**config.mk**
```make
export PLATFORM = sky130hd
export DESIGN_NAME = flash_playback_sequencer
export DESIGN_NICKNAME = d
export VERILOG_FILES = /design/src/rtl/flash_playback_sequencer.sv
export SDC_FILE = /design/constraint.sdc
export NUM_CORES = 1
export LEC_CHECK = 0
export ABC_CLOCK_PERIOD_IN_PS = 7100
export BUFFER_PORTS_ARGS = -buffer_cell sky130_fd_sc_hd__clkbuf_2
export CORE_MARGIN = 2
export CORE_UTILIZATION = 35
export CTS_BUF_LIST = sky130_fd_sc_hd__clkbuf_2
export CTS_CLUSTER_DIAMETER = 200
export CTS_CLUSTER_SIZE = 12
export DETAILED_ROUTE_END_ITERATION = 10
export GPL_TIMING_DRIVEN = 0
export SLEW_MARGIN = 20
export SYNTH_ARGS = -nofsm -noshare
export SYNTH_HDL_FRONTEND = slang
export SYNTH_SLANG_ARGS = --single-unit
```
**constraint.sdc**
```tcl
create_clock -name address_clk -period 7.1 [get_ports address_clk]
set_input_delay 0 -clock address_clk [delete_from_list [all_inputs] [get_ports address_clk]]
set_output_delay 0 -clock address_clk [all_outputs]
set_load 0.03 [all_outputs]
```
**src/rtl/flash_playback_sequencer.sv**
```systemverilog
// ---------------------------------------------------------------------------
// flash_playback_sequencer
//
// Streams 16-bit audio samples out of a region of 32-bit flash words. Each
// flash word holds two samples. The sequencer reads one word at a time over
// an Avalon-MM master port. It then hands out the two halves on consecutive
// sample_tick requests. After that it advances the word address, forwards or
// in reverse, and wraps around at the region boundaries.
//
// Ports
//   address_clk              : clock, all logic on the rising edge
//   reset                    : synchronous, active-high reset
//   play                     : 1 = run, 0 = pause
//   dir                      : 0 = forward, 1 = reverse
//   restart                  : pulse, jump to the region start (fwd) or end (rev)
//   sample_tick              : pulse, consumer asks for the next sample
//   flash_mem_waitrequest    : Avalon-MM slave stall
//   flash_mem_readdatavalid  : Avalon-MM read data strobe
//   flash_mem_readdata       : Avalon-MM read data (one 32-bit word)
//   flash_mem_read           : Avalon-MM read request
//   flash_mem_address        : word address of the current read
//   flash_mem_byteenable     : always 4'hF (whole words only)
//   sample_out               : registered audio sample
//   sample_valid             : one-cycle pulse, sample_out updated this cycle
//   underrun                 : one-cycle pulse, tick arrived with no word ready
// ---------------------------------------------------------------------------
module flash_playback_sequencer #(
    parameter int                ADDR_W     = 23,
    parameter logic [ADDR_W-1:0] START_ADDR = '0,
    parameter logic [ADDR_W-1:0] END_ADDR   = 23'h7FFFF
) (
    input  logic              address_clk,
    input  logic              reset,
    input  logic              play,
    input  logic              dir,
    input  logic              restart,
    input  logic              sample_tick,
    input  logic              flash_mem_waitrequest,
    input  logic              flash_mem_readdatavalid,
    input  logic [31:0]       flash_mem_readdata,
    output logic              flash_mem_read,
    output logic [ADDR_W-1:0] flash_mem_address,
    output logic [3:0]        flash_mem_byteenable,
    output logic [15:0]       sample_out,
    output logic              sample_valid,
    output logic              underrun
);

    typedef enum logic [2:0] {
        IDLE,
        REQ,
        WAIT_DATA,
        FIRST,
        SECOND
    } state_t;

    state_t            state;
    state_t            state_next;
    logic [ADDR_W-1:0] addr;
    logic [ADDR_W-1:0] addr_next;
    logic [31:0]       word;
    logic [31:0]       word_next;
    logic              half_dir;
    logic              half_dir_next;
    logic              restart_pending;
    logic              restart_pending_next;
    logic [15:0]       sample_next;
    logic              sample_valid_next;
    logic              underrun_next;

    // Next word address inside the circular region.
    function automatic logic [ADDR_W-1:0] advance(input logic [ADDR_W-1:0] a,
                                                  input logic             d);
        logic [ADDR_W-1:0] r;
        if (!d) begin
            r = (a == END_ADDR) ? START_ADDR : a + 1'b1;
        end else begin
            r = (a == START_ADDR) ? END_ADDR : a - 1'b1;
        end
        return r;
    endfunction

    // A restart begins at whichever end of the region playback moves away from.
    function automatic logic [ADDR_W-1:0] restart_target(input logic d);
        return d ? END_ADDR : START_ADDR;
    endfunction

    // The read request is a plain decode of the state register. Reset forces
    // IDLE, so the request drops on the edge that samples reset.
    assign flash_mem_read       = (state == REQ);
    assign flash_mem_address    = addr;
    assign flash_mem_byteenable = 4'hF;

    // State and datapath registers. All next values come from the
    // combinational process below.
    always_ff @(posedge address_clk) begin
        if (reset) begin
            state           <= IDLE;
            addr            <= START_ADDR;
            word            <= '0;
            half_dir        <= 1'b0;
            restart_pending <= 1'b0;
            sample_out      <= '0;
            sample_valid    <= 1'b0;
            underrun        <= 1'b0;
        end else begin
            state           <= state_next;
            addr            <= addr_next;
            word            <= word_next;
            half_dir        <= half_dir_next;
            restart_pending <= restart_pending_next;
            sample_out      <= sample_next;
            sample_valid    <= sample_valid_next;
            underrun        <= underrun_next;
        end
    end

    // Next-state and datapath decisions. A read is never abandoned once
    // issued. A restart seen while a read is in flight is remembered. The
    // returning data is then thrown away before jumping.
    always_comb begin
        state_next           = state;
        addr_next            = addr;
        word_next            = word;
        half_dir_next        = half_dir;
        restart_pending_next = restart_pending;
        sample_next          = sample_out;
        sample_valid_next    = 1'b0;
        underrun_next        = 1'b0;

        case (state)
            IDLE: begin
                if (restart) begin
                    addr_next = restart_target(dir);
                    word_next = '0;
                end else if (play) begin
                    state_next = REQ;
                end
            end

            REQ: begin
                if (restart) begin
                    restart_pending_next = 1'b1;
                end else if (sample_tick && play) begin
                    underrun_next = 1'b1;
                end
                if (!flash_mem_waitrequest) begin
                    state_next = WAIT_DATA;
                end
            end

            WAIT_DATA: begin
                if (flash_mem_readdatavalid) begin
                    if (restart_pending || restart) begin
                        addr_next            = restart_target(dir);
                        word_next            = '0;
                        restart_pending_next = 1'b0;
                        state_next           = IDLE;
                    end else begin
                        word_next     = flash_mem_readdata;
                        half_dir_next = dir;
                        state_next    = FIRST;
                    end
                end else if (restart) begin
                    restart_pending_next = 1'b1;
                end
                if (!restart && sample_tick && play) begin
                    underrun_next = 1'b1;
                end
            end

            // half_dir was captured when the word arrived. A later dir change
            // therefore cannot reorder the halves of the word being served.
            FIRST: begin
                if (restart) begin
                    addr_next  = restart_target(dir);
                    word_next  = '0;
                    state_next = IDLE;
                end else if (sample_tick && play) begin
                    sample_next       = half_dir ? word[31:16] : word[15:0];
                    sample_valid_next = 1'b1;
                    state_next        = SECOND;
                end
            end

            SECOND: begin
                if (restart) begin
                    addr_next  = restart_target(dir);
                    word_next  = '0;
                    state_next = IDLE;
                end else if (sample_tick && play) begin
                    sample_next       = half_dir ? word[15:0] : word[31:16];
                    sample_valid_next = 1'b1;
                    addr_next         = advance(addr, dir);
                    state_next        = play ? REQ : IDLE;
                end
            end

            default: begin
                state_next = IDLE;
            end
        endcase
    end

endmodule
```
# ---- Word level (Yosys, flattened, before mapping)
# Index checks and enable logic that the tools add are counted.
dict set report word_totals {
  regBits 78
  inputBits 40
  output_inout_bits 46
}
dict set report op_classes {
  n_addsub 2
  eq_ne 19
  muxes 40
  bitwise_logic 2
  n_reduce_logical 21
}
# op n
set ops {}
lappend ops {{23-bit 2-to-1 mux} 8}
lappend ops {{16-bit 2-to-1 mux} 6}
lappend ops {{32-bit 2-to-1 mux} 3}
lappend ops {{23-bit case mux with 3 select lines} 1}
lappend ops {{32-bit case mux with 2 select lines} 1}
lappend ops {{16-bit case mux with 2 select lines} 1}
lappend ops {{3-bit 2-to-1 mux} 8}
lappend ops {{23-bit by 1-bit adder with 23-bit output, second input constant} 1}
lappend ops {{23-bit by 19-bit equality test with 1-bit output, second input constant} 1}
lappend ops {{23-bit logical NOT} 1}
lappend ops {{23-bit by 1-bit subtractor with 23-bit output, second input constant} 1}
lappend ops {{19-bit 2-to-1 mux} 1}
lappend ops {{2-bit != test, second input constant} 9}
lappend ops {{3-bit case mux with 5 select lines} 1}
lappend ops {{5-bit AND reduction} 2}
lappend ops {{3-bit != test, second input constant} 3}
lappend ops {{1-bit 2-to-1 mux} 7}
lappend ops {{3-bit by 2-bit equality test with 1-bit output, second input constant} 2}
lappend ops {{3-bit AND reduction} 2}
lappend ops {{6-bit AND reduction} 1}
lappend ops {{2-bit nonzero test} 3}
lappend ops {{2-bit OR reduction} 3}
lappend ops {{2-bit by 1-bit != test with 1-bit output, second input constant} 2}
lappend ops {{1-bit case mux with 2 select lines} 2}
lappend ops {{11 further kinds} 14}

# ---- Logic depth before layout (Yosys ltp)
dict set report logic_depth {
  word_depth 6
  depth_mapped 8
}

# ---- Worst setup path before layout
# OpenSTA, ideal clock, no wires.
dict set report synth_path {
  kind {register to register}
  from {register addr[1], in the netlist flash_mem_address[1]}
  to {register addr[14], in the netlist flash_mem_address[14]}
  arrival_ns 2.499
  setup_slack_ns 4.468
  path_stages_with_launch 9
  n_path_buf 1
  period_less_slack_ns 2.632
  path_cell_list {dfxtp_1 > ha_1 > nand4_1 > or3_1 > clkbuf_1 > o31ai_2 > nor2_1 > a221oi_1 > o22ai_1}
}
dict set report synth_between {
  elab_chain_len 6
}
# element line_no
set synth_rtl {}
lappend synth_rtl {{start, declared} 59} ;# logic [ADDR_W-1:0] addr;
lappend synth_rtl {{start signal, assigned} 108} ;# addr <= addr_next;
lappend synth_rtl {{23-bit by 1-bit adder with 23-bit output, or another cell as far along} 76} ;# r = (a == END_ADDR) ? START_ADDR : a + 1'b1;
lappend synth_rtl {{23-bit 2-to-1 mux (on tied branches)} {76, 78}}
lappend synth_rtl {{23-bit 2-to-1 mux (*)} 75} ;# if (!d) begin
lappend synth_rtl {{23-bit 2-to-1 mux (*)} 191} ;# end else if (sample_tick && play) begin
lappend synth_rtl {{23-bit 2-to-1 mux (*)} 187} ;# if (restart) begin
lappend synth_rtl {{23-bit case mux with 3 select lines (*)} 131} ;# case (state)
# Every way passes the cells marked *; elsewhere a longest branch is shown, timed or not. The select of a mux whose other input is x is not followed.
# A chain may end at the register's enable or synchronous reset.

# ---- Final worst setup path
dict set report layout_path {
  from {register addr[0], in the netlist flash_mem_address[0]}
  to {register addr[14], in the netlist flash_mem_address[14]}
}
# The elaborated chain is that of the path after synthesis.

==> summary by stage <==
Status
The run finished with clean final reports.

Setup path
Tracing the worst setup path back leads to its startpoint at flash_mem_address[0]. The startpoint of the worst register-to-register path is flash_mem_address[0]. The required time of the critical path is 7.58 ns. The critical path goes through ha_1 -> nand4_1 -> or3_1 -> clkbuf_1 -> o31ai_2 -> nor2_1 -> a221oi_1 -> o22ai_1. The end of the worst register-to-register path is flash_mem_address[14]. STA classifies the critical path endpoint as a flip-flop. The worst setup path is of the flip-flop to flip-flop kind.

The kind of cell adding the most delay to the critical path is compound AO/OA/AOI/OAI gates. On the critical path, the stage with the largest delay is an instance of o31ai_2. The critical path crosses 8 cells after its start point. Of all nets on the critical path, the largest fanout is 8. The number of cells traversed by the worst register-to-register path is 8. The number of buffers and inverters on the critical path is 1. Setup slack on the worst reg-to-reg path comes out at 3.85 ns.

The critical path data arrival time is 3.74 ns. The worst stage delay on the critical path is 0.69 ns. The kind of start point of the critical path is a flip-flop. The critical path endpoint is flash_mem_address[14].

Timing
The count of endpoints failing hold in the final timing report came to 0. At the pin with the least slew margin, the transition time is 0.914 ns. Clock skew on the completed layout was measured at 0.0436 ns.

Setup repair after global routing left no endpoint under its margin. The final setup violation count is 0. The post-route minimum period is 3.25 ns. The max-slew violation total from the final report was 0. The worst-case hold slack is 0.0343 ns. The summed negative setup slack over all endpoints is 0 ns. The worst relative slew slack is 38.2%. Dividing the final minimum period by the clock period gives 45.8%. The timing-limited maximum frequency is 0.307 GHz.

GRT
The wire length of the first global-routing pass is 22300 um. The number of global-route vias before repair is 4368. For this run, the total global-route usage over all layers was measured as 21.7%. The number of antenna violations at the first check in global routing is 0. Summed over all layers, the global routing overflow is 0. Entering global routing, the biggest net connects 15 pins.

Clocking
The number of clock buffers inserted by TritonCTS is 9. Once the clock tree was built, the setup fixing pass inserted 0 buffers. The cell at the root of the clock tree is clkbuf_2. The number of levels in the clock H-tree is 3. The clock drives 78 sinks. The later pin in the worst-skew pair is clocked with a latency of 0.60 ns.

Counting along the longest clock path gives a buffer depth of 2. TritonCTS built the clock tree. The clock edge transition at the registers on the reported setup and hold paths is 0.22 ns.

Final layout
The finished cells cover 0.00539 mm^2. The number of antenna diodes in the final layout is 0. The area growth from synthesis to layout is 26.3%. In the final layout, the multi-input gates occupy 0.00246 mm^2. The register area is 0.00156 mm^2. The final cell utilization of the core is 45.0%. The fraction of layout instances using a drive strength above 1 is 18.3%.

The final net count is 716. After filler insertion, the fill cell instance count of the layout stands at 1212.

Yosys
The fraction of synthesis flops using an asynchronous set or reset pin is 0%. The synthesized design contains 78 register bits. The main flop type after synthesis is dfxtp_1. Of all cell types, the one taking the most synthesized area is dfxtp_1. The cell count after synthesis came out at 536. The post-synthesis area per instance is 7.96 um^2. Yosys mapped a number of flops with a built-in enable equal to 0.

The top cell type by area accounts for 36.6% of the synthesized area. The post-synthesis cell area is 0.00426 mm^2. In the post-synthesis netlist, the biggest area contributors are dfxtp_1 37%, nor2_1 7.7%, a22oi_1 6.2%. The sequential fraction of the synthesis area is 36.6%. The number of different library cells used by synthesis comes to 60.

The Yosys step of the flow raised 0 warnings.

Place
The instance area at placement is 0.00486 mm^2. Input and output buffers added on the ports amount to 81. The routability congestion estimate is 0.963.

The placed wire-length estimate after detailed placement is 10100 um.

Floorplan
The y dimension of the die is 114 um. The count of boundary I/O pins is 86. The core region is 0.0120 mm^2. The initial utilization of the core area, before any placement, comes to 35.6%. The standard-cell row count is 40.

The die width is 114 um. The die covers 0.0131 mm^2.

Flow run
The count of max-cap constraint violations is 0.

Routing
The routed design has 14100 um of wire. The total vias in the final route is 4713. The number of remaining DRC errors is 0.

In this run, the number of DRC markers left after iteration 0 of detailed routing was 351. The average routed wire per standard cell is 17.1 um. The post-route antenna net violation count is 0.

The number of search-and-repair iterations in the first detailed-routing pass is 5. The routed via count divided by cell count is 5.71.

Pwr
Power spread over the standard cell area amounts to 186 mW/mm^2. Summed over all cells, the static leakage comes to 2.10 nW. The maximum resistive drop on vdd is 0.101 mV.

Worst hold path
The worst hold path belongs to the class primary input to flip-flop. In this run the most critical hold path is launched from restart.
worst reg2reg max path, stage by stage (launching register included):
cell and delay (ns):
dfxtp_1 0.49, ha_1 0.27, nand4_1 0.30, or3_1 0.43
clkbuf_1 0.21, o31ai_2 0.69, nor2_1 0.32, a221oi_1 0.32
o22ai_1 0.12
layout make-up:
type | instances | share of cell area, %
plain buffers | 50 | 4.20
clock buffers | 10 | 0.929
clock inverters | 6 | 0.836
inverters | 8 | 0.557
multi-input cells | 403 | 45.7
flip-flops and latches | 78 | 29.0
well taps | 147 | 3.41
repair buffers | 123 | 15.3
worst min-delay path by stage:
stage / to / slack, ns / depth (start not counted)
2_1_floorplan: word[0] / 0.15 / 2
6_report: flash_mem_address[20] / 0.03 / 4
3_5_place_dp: word[19] / 0.25 / 3
4_1_cts: flash_mem_address[20] / 0.007 / 4
3_3_place_gp: word[16] / 0.24 / 3
5_1_grt: flash_mem_address[20] / 0.01 / 4
per-stage QoR:
stage	power, W	worst slack, ns	instances
after global routing	0.00106	3.64	825
after floorplan	0.000679	4.47	539
after detailed placement	0.000760	3.88	767
after global placement	0.000757	3.85	767
final	0.00100	3.85	825
after CTS	0.00100	3.90	825
timing repair:
| item | in CTS | in global routing |
|---|---|---|
| resized for setup | 0 | 0 |
| endpoints found under the hold margin | 49 | 0 |
| hold buffers | 42 | 0 |
report_power, final:
group	internal [W]	total (W)	switching (W)	leakage, nW
Combinational	0.000108	0.000299	0.000191	1.40
Sequential	0.000457	0.000477	0.0000203	0.632
Clock	0.0000505	0.000228	0.000178	0.0667
state kept, by name, indices dropped and copies added (netlist names):
| register | flops |
|---|---|
| word | 32 |
| flash_mem_address | 23 |
| sample_out | 16 |
| state | 3 |
| half_dir | 1 |
| restart_pending | 1 |
| sample_valid | 1 |
| underrun | 1 |
synth_stat cells, types with 4 or more instances:
master     n
nor2_1    87
dfxtp_1   78
clkbuf_1  39
a22oi_1   35
nand2_1   29
a21oi_1   23
o21ai_0   23
a211oi_1  20
mux2i_1   18
nor3_1    17
nor4_1    13
nand3_1   12
inv_1      8
a31oi_1    7
nand4_1    7
or3_1      7
xor2_1     7
xnor2_1    6
a221oi_1   5
buf_4      5
nand2b_1   5
o211ai_1   5
o22ai_1    5
or4_1      5
buf_2      4
o31ai_1    4
layer usage:
| metal | up-vias | track usage, % | part of all wire, % |
|---|---|---|---|
| li1 | 2259 | - | - |
| met1 | 2205 | 28.7 | 43 |
| met2 | 220 | 33.9 | 46 |
| met3 | 29 | 4.92 | 8.6 |
| met4 | 0 | 9.19 | 2.4 |
| met5 | - | 0 | 0 |
kinds of logic (layout without fill, tap and decap cells):
| group | Yosys count | after routing | share of synthesized area, % |
|---|---|---|---|
| other | 1 | 4 | 0.0879 |
| and+or+nand+nor | 215 | 215 | 25.3 |
| buffers and inverters | 58 | 197 | 6.02 |
| adders and majority gates | 3 | 3 | 0.880 |
| AOI/OAI and AO/OA | 149 | 149 | 23.9 |
| muxes | 19 | 19 | 4.49 |
| DFF | 78 | 78 | 36.6 |
| xor gates and xnor gates | 13 | 13 | 2.67 |
cells in the final DEF, fill, tap and decap left out, drive strengths merged, types with 4 or more instances in the layout:
cell type / instances
dlygate4sd3: 42
xor2: 7
nand3: 12
dfxtp: 78
a221o: 4
a221oi: 5
o31ai: 5
or4: 9
a22oi: 35
o211ai: 5
or3: 8
o22ai: 5
nor2: 87
a31oi: 7
a211oi: 20
mux2i: 18
nand2: 29
a21oi: 23
nand2b: 5
conb: 4
xnor2: 6
nor4: 13
o21ai: 26
inv: 10
buf: 11
clkbuf: 130
nor3: 17
nand4: 7
clkinv: 4
Note: power is estimated with default switching activity, not from simulation.
